`config.mk`:
```
export PLATFORM = sky130hd
export DESIGN_NAME = geofence_feeder
export DESIGN_NICKNAME = d
export VERILOG_FILES = /design/src/rtl/geofence_feeder.sv
export SDC_FILE = /design/constraint.sdc
export NUM_CORES = 2
export LEC_CHECK = 0
export BUFFER_PORTS_ARGS = -buffer_cell sky130_fd_sc_hd__buf_2
export CORE_MARGIN = 5
export CORE_UTILIZATION = 62
export CTS_CLUSTER_SIZE = 24
export DETAILED_ROUTE_END_ITERATION = 10
export MAX_ROUTING_LAYER = met4
export PLACE_DENSITY_LB_ADDON = 0.12
export RECOVER_POWER = 25
export SYNTH_ARGS = -nofsm -noshare
export SYNTH_HDL_FRONTEND = slang
export SYNTH_SLANG_ARGS = --single-unit
```
`constraint.sdc`:
```
create_clock -name clk -period 8.2 [get_ports clk]
set_input_delay 0.82 -clock clk [delete_from_list [all_inputs] [get_ports clk]]
set_output_delay 0.82 -clock clk [all_outputs]
set_load 0.02 [all_outputs]
```
`src/rtl/geofence_feeder.sv`:
```
`default_nettype none
// ============================================================================
// Module   : geofence_feeder
// Purpose  : Stores point sets and streams them into a geofence engine,
//            collecting one inside/outside result per set.
//            Optional WAIT watchdog: define GEOFENCE_FEEDER_TIMEOUT_EN.
// Revision : 1.0 - initial release
// ============================================================================
module geofence_feeder #(
  parameter int MAX_SETS = 8,
  parameter int SET_W    = 3
`ifdef GEOFENCE_FEEDER_TIMEOUT_EN
  , parameter int TIMEOUT = 64
`endif
) (
  input  logic                clk,
  input  logic                reset,
  input  logic                start,
  input  logic [SET_W:0]      num_sets,
  input  logic                ld_en,
  input  logic [SET_W-1:0]    ld_set,
  input  logic [2:0]          ld_pt,
  input  logic [9:0]          ld_x,
  input  logic [9:0]          ld_y,
  output logic                gf_reset,
  output logic [9:0]          X,
  output logic [9:0]          Y,
  input  logic                valid,
  input  logic                is_inside,
  output logic                busy,
  output logic                res_valid,
  output logic                res_inside,
  output logic [SET_W-1:0]    res_set,
  output logic [MAX_SETS-1:0] inside_vec,
  output logic                done,
  output logic                timeout_err
);

  localparam int              c_DEPTH   = 7 * MAX_SETS;
  localparam int              c_AW      = $clog2(c_DEPTH);
  localparam logic [SET_W:0]  c_MAX_N   = (SET_W+1)'(MAX_SETS);
  localparam logic [2:0]      c_LAST_PT = 3'd6;

  typedef enum logic [1:0] {
    S_IDLE = 2'd0,
    S_SEND = 2'd1,
    S_WAIT = 2'd2
  } state_t;

  state_t                r_state, w_state;
  logic [SET_W-1:0]      r_set, w_set, r_last, w_last;
  logic [2:0]            r_pt, w_pt;
  logic [9:0]            r_x, w_x, r_y, w_y;
  logic                  r_gf_reset, w_gf_reset;
  logic                  r_res_valid, w_res_valid;
  logic                  r_res_inside, w_res_inside;
  logic [SET_W-1:0]      r_res_set, w_res_set;
  logic [MAX_SETS-1:0]   r_vec, w_vec;
  logic                  r_done, w_done;

  logic [19:0]           r_mem [c_DEPTH];
  logic                  w_wr_en;
  logic [c_AW-1:0]       w_wr_addr, w_rd_addr;
  logic [19:0]           w_rd_data;
  logic [SET_W:0]        w_nsets;

`ifdef GEOFENCE_FEEDER_TIMEOUT_EN
  localparam int         c_TW = $clog2(TIMEOUT + 1);
  logic [c_TW-1:0]       r_wcnt, w_wcnt;
  logic                  r_to_err, w_to_err;
`endif

  function automatic logic [c_AW-1:0] pt_addr(input logic [SET_W-1:0] s, input logic [2:0] p);
    return c_AW'(s) * c_AW'(7) + c_AW'(p);
  endfunction

  // Point memory has no reset so loaded sets survive a reset.
  assign w_wr_en   = (r_state == S_IDLE) && ld_en && (ld_pt != 3'd7) && ({1'b0, ld_set} < c_MAX_N);
  assign w_wr_addr = pt_addr(ld_set, ld_pt);

  always_ff @(posedge clk) begin
    if (w_wr_en) r_mem[w_wr_addr] <= {ld_x, ld_y};
  end

  always_comb begin
    w_rd_addr = pt_addr('0, 3'd0);
    case (r_state)
      S_SEND:  w_rd_addr = pt_addr(r_set, (r_pt == c_LAST_PT) ? c_LAST_PT : r_pt + 3'd1);
      S_WAIT:  w_rd_addr = pt_addr(r_set + SET_W'(1), 3'd0);
      default: w_rd_addr = pt_addr('0, 3'd0);
    endcase
  end

  // Bypass lets a load issued together with start reach the first object.
  assign w_rd_data = (w_wr_en && (w_wr_addr == w_rd_addr)) ? {ld_x, ld_y} : r_mem[w_rd_addr];
  assign w_nsets   = (num_sets > c_MAX_N) ? c_MAX_N : num_sets;

  always_comb begin
    w_state      = r_state;
    w_set        = r_set;
    w_last       = r_last;
    w_pt         = r_pt;
    w_x          = r_x;
    w_y          = r_y;
    w_gf_reset   = r_gf_reset;
    w_res_valid  = 1'b0;
    w_res_inside = r_res_inside;
    w_res_set    = r_res_set;
    w_vec        = r_vec;
    w_done       = 1'b0;
`ifdef GEOFENCE_FEEDER_TIMEOUT_EN
    w_wcnt       = r_wcnt;
    w_to_err     = r_to_err;
`endif
    case (r_state)
      S_IDLE: begin
        w_gf_reset = 1'b1;
        w_x        = '0;
        w_y        = '0;
        if (start) begin
`ifdef GEOFENCE_FEEDER_TIMEOUT_EN
          w_to_err = 1'b0;
`endif
          if (w_nsets == '0) begin
            w_done = 1'b1;
          end else begin
            w_vec      = '0;
            w_set      = '0;
            w_pt       = '0;
            w_last     = SET_W'(w_nsets - (SET_W+1)'(1));
            w_x        = w_rd_data[19:10];
            w_y        = w_rd_data[9:0];
            w_gf_reset = 1'b0;
            w_state    = S_SEND;
          end
        end
      end
      S_SEND: begin
        if (r_pt == c_LAST_PT) begin
          w_state = S_WAIT;
`ifdef GEOFENCE_FEEDER_TIMEOUT_EN
          w_wcnt  = '0;
`endif
        end else begin
          w_pt = r_pt + 3'd1;
          w_x  = w_rd_data[19:10];
          w_y  = w_rd_data[9:0];
        end
      end
      S_WAIT: begin
        if (valid) begin
          w_res_valid  = 1'b1;
          w_res_inside = is_inside;
          w_res_set    = r_set;
          w_vec[r_set] = is_inside;
          if (r_set == r_last) begin
            w_done     = 1'b1;
            w_state    = S_IDLE;
            w_gf_reset = 1'b1;
            w_x        = '0;
            w_y        = '0;
          end else begin
            // Next object goes out on the valid edge: the engine latches it one cycle later.
            w_set   = r_set + SET_W'(1);
            w_pt    = '0;
            w_x     = w_rd_data[19:10];
            w_y     = w_rd_data[9:0];
            w_state = S_SEND;
          end
        end
`ifdef GEOFENCE_FEEDER_TIMEOUT_EN
        else if (r_wcnt == c_TW'(TIMEOUT - 1)) begin
          w_to_err   = 1'b1;
          w_done     = 1'b1;
          w_state    = S_IDLE;
          w_gf_reset = 1'b1;
          w_x        = '0;
          w_y        = '0;
        end else begin
          w_wcnt = r_wcnt + c_TW'(1);
        end
`endif
      end
      default: w_state = S_IDLE;
    endcase
  end

  always_ff @(posedge clk) begin
    if (reset) begin
      r_state      <= S_IDLE;
      r_set        <= '0;
      r_last       <= '0;
      r_pt         <= '0;
      r_x          <= '0;
      r_y          <= '0;
      r_gf_reset   <= 1'b1;
      r_res_valid  <= 1'b0;
      r_res_inside <= 1'b0;
      r_res_set    <= '0;
      r_vec        <= '0;
      r_done       <= 1'b0;
    end else begin
      r_state      <= w_state;
      r_set        <= w_set;
      r_last       <= w_last;
      r_pt         <= w_pt;
      r_x          <= w_x;
      r_y          <= w_y;
      r_gf_reset   <= w_gf_reset;
      r_res_valid  <= w_res_valid;
      r_res_inside <= w_res_inside;
      r_res_set    <= w_res_set;
      r_vec        <= w_vec;
      r_done       <= w_done;
    end
  end

`ifdef GEOFENCE_FEEDER_TIMEOUT_EN
  always_ff @(posedge clk) begin
    if (reset) begin
      r_wcnt   <= '0;
      r_to_err <= 1'b0;
    end else begin
      r_wcnt   <= w_wcnt;
      r_to_err <= w_to_err;
    end
  end
  assign timeout_err = r_to_err;
`else
  assign timeout_err = 1'b0;
`endif

  assign gf_reset   = r_gf_reset;
  assign X          = r_x;
  assign Y          = r_y;
  assign busy       = (r_state != S_IDLE);
  assign res_valid  = r_res_valid;
  assign res_inside = r_res_inside;
  assign res_set    = r_res_set;
  assign inside_vec = r_vec;
  assign done       = r_done;

endmodule
`default_nettype wire

```
=== Word-level counts from Yosys, hierarchy flattened ===
Memories as Yosys holds them, arrays and structs flattened.
Index checks and enable logic that the tools add are counted.

* Output and inout bits: 37
* Input port bits: 36
* Memory bits (writable): 1120
* Word-level logic and storage cells: 107
* Bits in registers: 46
* Memories: 1

* Add/sub/neg operators: 5
* Mux-type cells: 50
* Equal/unequal tests: 13
* Magnitude comparators: 3
* Reductions and logical operators: 18
* Bitwise gates (word level): 2
* $mul: 3

{| class="wikitable"
|+ Memory list
! memory !! depth !! width !! rd ports !! clocked after Yosys merged registers in !! write ports !! line !! RTL
|-
| r_mem || 56 || 20 || 1 || 0 || 1 || 61 || <nowiki>logic [19:0] r_mem [c_DEPTH];</nowiki>
|}

{| class="wikitable"
|+ Operator list
! operator !! number
|-
| 10-bit 2-to-1 mux || 10
|-
| 10-bit case mux with 3 select lines || 2
|-
| 3-bit 2-to-1 mux || 8
|-
| 8-bit 2-to-1 mux || 3
|-
| 20-bit 2-to-1 mux || 1
|-
| 3-bit by 3-bit multiplier with 6-bit output (second input constant) || 3
|-
| 8-bit case mux with 2 select lines || 1
|-
| 2-bit inequality test (second input constant) || 7
|-
| 6-bit by 3-bit adder with 6-bit output || 2
|-
| 1-bit 2-to-1 mux || 12
|-
| 6-bit case mux with 2 select lines || 1
|-
| 3-bit case mux with 3 select lines || 1
|-
| 3-bit AND reduction || 3
|-
| 8-bit bitwise mux || 1
|-
| 2-bit 2-to-1 mux || 4
|-
| 4-bit AND reduction || 2
|-
| 3-bit by 1-bit adder with 3-bit output (second input constant) || 2
|-
| 6-bit == test || 1
|-
| 2-bit case mux with 3 select lines || 1
|-
| 3-bit case mux with 2 select lines || 1
|-
| 6-bit AND reduction || 1
|-
| 5-bit AND reduction || 1
|-
| 4-bit greater-than comparator (second input constant) || 1
|-
| 1-bit logical AND || 4
|-
| 18 further kinds || 21
|}

=== Depth between registers and ports, before layout ===
* Depth after elaboration: 10
* Depth in mapped cells: 20
* Gate-level depth less buffers: 17

=== Least setup slack after synthesis ===
No wires, ideal clock.

* Path kind: input port to flip-flop
* Start: input port ld_set[0]
* End: memory r_mem[50][0] (enable)
* Setup time: 0.397 ns
* Arrival: 4.070 ns
* Path buffers: 0
* Setup slack: 3.734 ns
* Required time: 7.803 ns
* Stages: 10
* Cells stage by stage: fa_1 > inv_1 > fa_1 > fa_1 > inv_1 > a21o_1 > a21oi_1 > xnor2_1 > nand3_1 > nor2_1

* Longest elaborated chain between the ends: 2

{| class="wikitable"
|+ Ends and longest elaborated chain
! what !! line !! RTL
|-
| from (decl) || 21 || <nowiki>input logic [SET_W-1:0] ld_set,</nowiki>
|-
| 3-bit by 3-bit multiplier with 6-bit output || 74 || <nowiki>return c_AW'(s) * c_AW'(7) + c_AW'(p);</nowiki>
|-
| 6-bit by 3-bit adder with 6-bit output || 74 ||
|-
| to (decl) || 61 ||
|}

No other way between the ends.

=== Worst setup path after layout ===
* Start: register r_set[0]
* End: register r_y[9] (netlist: Y[9])

* Longest elaborated chain between the ends: 9
* Elaborated cells between the ends (all ways): 16
* Classes of those cells: add/sub: 2; mul: 2; eq/ne: 2; mux: 8; reduce/logical: 1; memory: 1

{| class="wikitable"
|+ Ends and longest elaborated chain
! what !! line !! RTL
|-
| from (decl) || 51 || <nowiki>logic [SET_W-1:0] r_set, w_set, r_last, w_last;</nowiki>
|-
| from (signal assigned) || 204 || <nowiki>r_set <= w_set;</nowiki>
|-
| branches (longest 8 deep; another with memory 56 x 20 bit) || - ||
|-
| 10-bit case mux with 3 select lines (*) || 115 || <nowiki>case (r_state)</nowiki>
|-
| to (signal assigned) || 208 || <nowiki>r_y <= w_y;</nowiki>
|-
| to (decl) || 53 || <nowiki>logic [9:0] r_x, w_x, r_y, w_y;</nowiki>
|}

Mark *: on every way between the ends. The select of a mux whose other input is x is not followed.
A chain may end at the register's enable or synchronous reset.

==> run_results.csv <==
group,metric,value,unit
placed_design,place.gp.congestion,0.960,
routing,remaining_drc_errors,0,
grt,grt_max_degree,138,
die,die_y,285,um
routing,drtIter0Drc,4218,
die,core_area,0.0756,mm^2
die,rows,101,
yosys,syn_area,0.0469,mm^2
worst_setup_path,worstSetupPathType,"reg -> reg",
die,die_w,285,um
clocking,h-tree-depth,3,
cells_and_area,regArea,0.0346,mm^2
clocking,cts_tree,"done",
yosys,synthFlopType,"edfxtp_1",
grt,antenna_found_initial,5,
job,cap_viol_max_count,14,
clocking,clk_pin_slew,0.06,ns
sta,finalSetupViolCount,0,
pwr,p_leak,17.0,nW
worst_setup_path,critPathMaxStageDelay,0.93,ns
routing,wl_per_cell,29.8,um
cells_and_area,area_growth,10.9,%
yosys,synth_cell_type_count,68,
pwr,total_power,12.5,mW
pwr,peakVddDrop,0.216,mV
routing,ant_nets,0,
worst_setup_path,startpoint_type,"register",
grt,grt_pass1_vias,27900,
die,io_pins,73,
die,dieArea,0.0813,mm^2
run_status,violations,"capacitance limit, slew limit",
grt,grtUsageTotal,32.9,%
placed_design,dp_hpwl,76500,um
yosys,yosysSeqAreaShare,73.6,%
routing,vias,29600,
placed_design,numPortBuffers,71,
sta,slew_headroom,-130,%
sta,hold_violations,0,
run_status,run_status,"finished, violations left",
hold_path,hp-class,"in -> reg",
pwr,internal_power,9.69,mW
sta,finalSetupTns,0,ns
sta,min_period_over_period,76.8,%
yosys,async_reset_ff_share,0,%
sta,fin_crit,6.30,ns
yosys,syn_inst,3270,
routing,vias_per_cell,6.70,
yosys,ys_ff_latch,1166,
worst_setup_path,crit_fanout,34,
worst_setup_path,endpoint_kind,"register",
grt,grt_first_pass_wirelength,191000,um
clocking,cts-root-buf,"clkbuf_16",
yosys,avgSynthCellArea,14.4,um^2
pwr,pwr-share-comb,6.1,%
clocking,clk_path_buf_depth,3,
worst_setup_path,r2r_slack,1.90,ns
cells_and_area,fillers,5064,
clocking,cts.repair.resized,0,
worst_setup_path,cp_slowest_cell,"nor2_4",
cells_and_area,multi_input_area,0.0115,mm^2
clocking,clock_latency,0.70,ns
pwr,pwr-share-seq,53.5,%
yosys,synth_edf_count,1120,
grt,overflow,0,
yosys,synth_fp_nets,3349,
clocking,numCtsBuffers,115,
routing,wl,132000,um
cells_and_area,layout.cells.most_common,"edfxtp_1",
pwr,power.switching,2.80,mW
clocking,cts_hold_buf,0,
pwr,clkPwrFrac,40.4,%
pwr,swShare,22.4,%
sta,skew,0.0265,ns
routing,drtPass1Iterations,6,
worst_setup_path,path_cells,"inv_1, ha_1, inv_1, ha_1, ha_1, inv_1, fa_1, nand2b_1, a21o_2, nor2_4, buf_4, buf_4, nand3_1, nand3_1, o21ai_0, a22oi_1, nor3b_1, o21ai_1",
sta,tightest_slew,3.45,ns
sta,slew_violations,754,
pwr,p_per_area,240,mW/mm^2
cells_and_area,fin_nets,3430,
clocking,post_cts_buffers,0,
sta,rsz0062_at_grt,"false",
cells_and_area,final_cell_mix,"edfxtp_1 (1120), nand2_1 (652), a21oi_1 (187), nand3_1 (173), mux2i_1 (120)",
cells_and_area,drive_above_1_share,13.0,%
worst_setup_path,required,8.78,ns
clocking,clock_sinks,1166,
worst_setup_path,crit_arrival,6.88,ns
die,initial_core_util,62.1,%
yosys,ys_warn_count,0,
sta,clock.fmax,159,MHz
[per-stage QoR]
stage,instances,setup slack (ns),util [%],instance area (um^2),hold slack [ns]
CTS,4419,2.01,69.0,52100,0.396
floorplan,3270,3.73,-,46900,0.474
global route,4420,1.49,68.9,52100,0.428
global placement,4212,2.08,64.2,48500,0.443
detailed placement,4212,2.03,64.2,48500,0.450
finish,4420,1.90,68.9,52100,0.415
[cell type report]
cell class,count,share of cell area (%)
Multi-Input combinational cell,1872,22.2
Clock inverter,65,1.03
Inverter,31,0.223
Clock buffer,142,5.84
Timing Repair Buffer,165,2.03
Antenna cell,1,0.00481
Tap cell,978,2.35
Sequential cell,1166,66.3
[worst max-delay path, delay by kind of cell, from the launching register on]
family                   cells  cell delay (ns)
buffers and inverters        5             1.17
adder cells (fa/ha/maj)      4             1.36
AND/OR/NAND/NOR              5             1.65
AO/OA/AOI/OAI                4             1.18
flip-flops                   1             0.78
[kinds of logic (layout without fill, tap and decap cells)]
family	Yosys count	in the layout	share of synthesized area [%]
AOI/OAI and AO/OA	607	607	8.48
adders and majority gates	43	43	1.27
other	1	2	0.00799
and+or+nand+nor	1039	1039	9.41
muxes	164	164	4.55
xor gates and xnor gates	18	18	0.384
DFF	1166	1166	73.6
buffers and inverters	232	403	2.30
[sequential cells by signal, indices dropped and copies added, names as in the netlist]
register	cells
r_mem	1120
X	10
Y	10
inside_vec	8
r_last	3
r_pt	3
r_set	3
res_set	3
r_state	2
done	1
gf_reset	1
res_inside	1
res_valid	1
[layer usage]
metal	track usage (%)	up-vias	share of wire, %
met5	-	-	0
met4	11.8	0	4.3
met3	7.88	321	12
met2	48.4	1953	46
met1	45.8	14700	38
li1	-	12600	-
[final timing paths]
kind,startpoint,to,cells after the start
worst max-delay path,r_set[0],Y[9],18
worst min-delay path,is_inside,res_inside,3
worst max register to register,r_set[0],Y[9],18
worst min register to register,res_set[0],res_set[0],2
[power groups by stage]
stage | Combinational, mW | Sequential, mW | Clock (mW)
2_1_floorplan | 0.363 | 6.78 | 0
3_3_place_gp | 0.736 | 6.78 | 0
3_5_place_dp | 0.752 | 6.79 | 0
4_1_cts | 0.754 | 6.66 | 5.08
5_1_grt | 0.798 | 6.68 | 5.35
6_report | 0.761 | 6.68 | 5.05
[cell usage after synthesis, drive strengths merged (9+ instances only)]
library cell / number / area share [%]
nand2: 652 / 5.2
nor3: 25 / 0.27
a211o: 14 / 0.26
and3: 32 / 0.43
o2111ai: 17 / 0.32
a31o: 21 / 0.39
nor2b: 9 / 0.12
nand3: 174 / 1.9
a31oi: 89 / 1.2
nor4: 10 / 0.13
o31ai: 14 / 0.22
a22oi: 40 / 0.64
edfxtp: 1120 / 72
ha: 35 / 0.93
mux4: 39 / 1.9
o211ai: 12 / 0.19
o22ai: 18 / 0.24
xnor2: 10 / 0.22
mux2i: 120 / 2.6
a32oi: 27 / 0.50
dfxtp: 46 / 2.0
nor2: 96 / 0.81
inv: 31 / 0.25
buf: 139 / 1.6
clkbuf: 62 / 0.50
nand4: 9 / 0.12
a21oi: 188 / 2.0
o21ai: 81 / 0.88
nand2b: 13 / 0.17
a221oi: 21 / 0.41
Note: power is estimated with default switching activity, not from simulation.
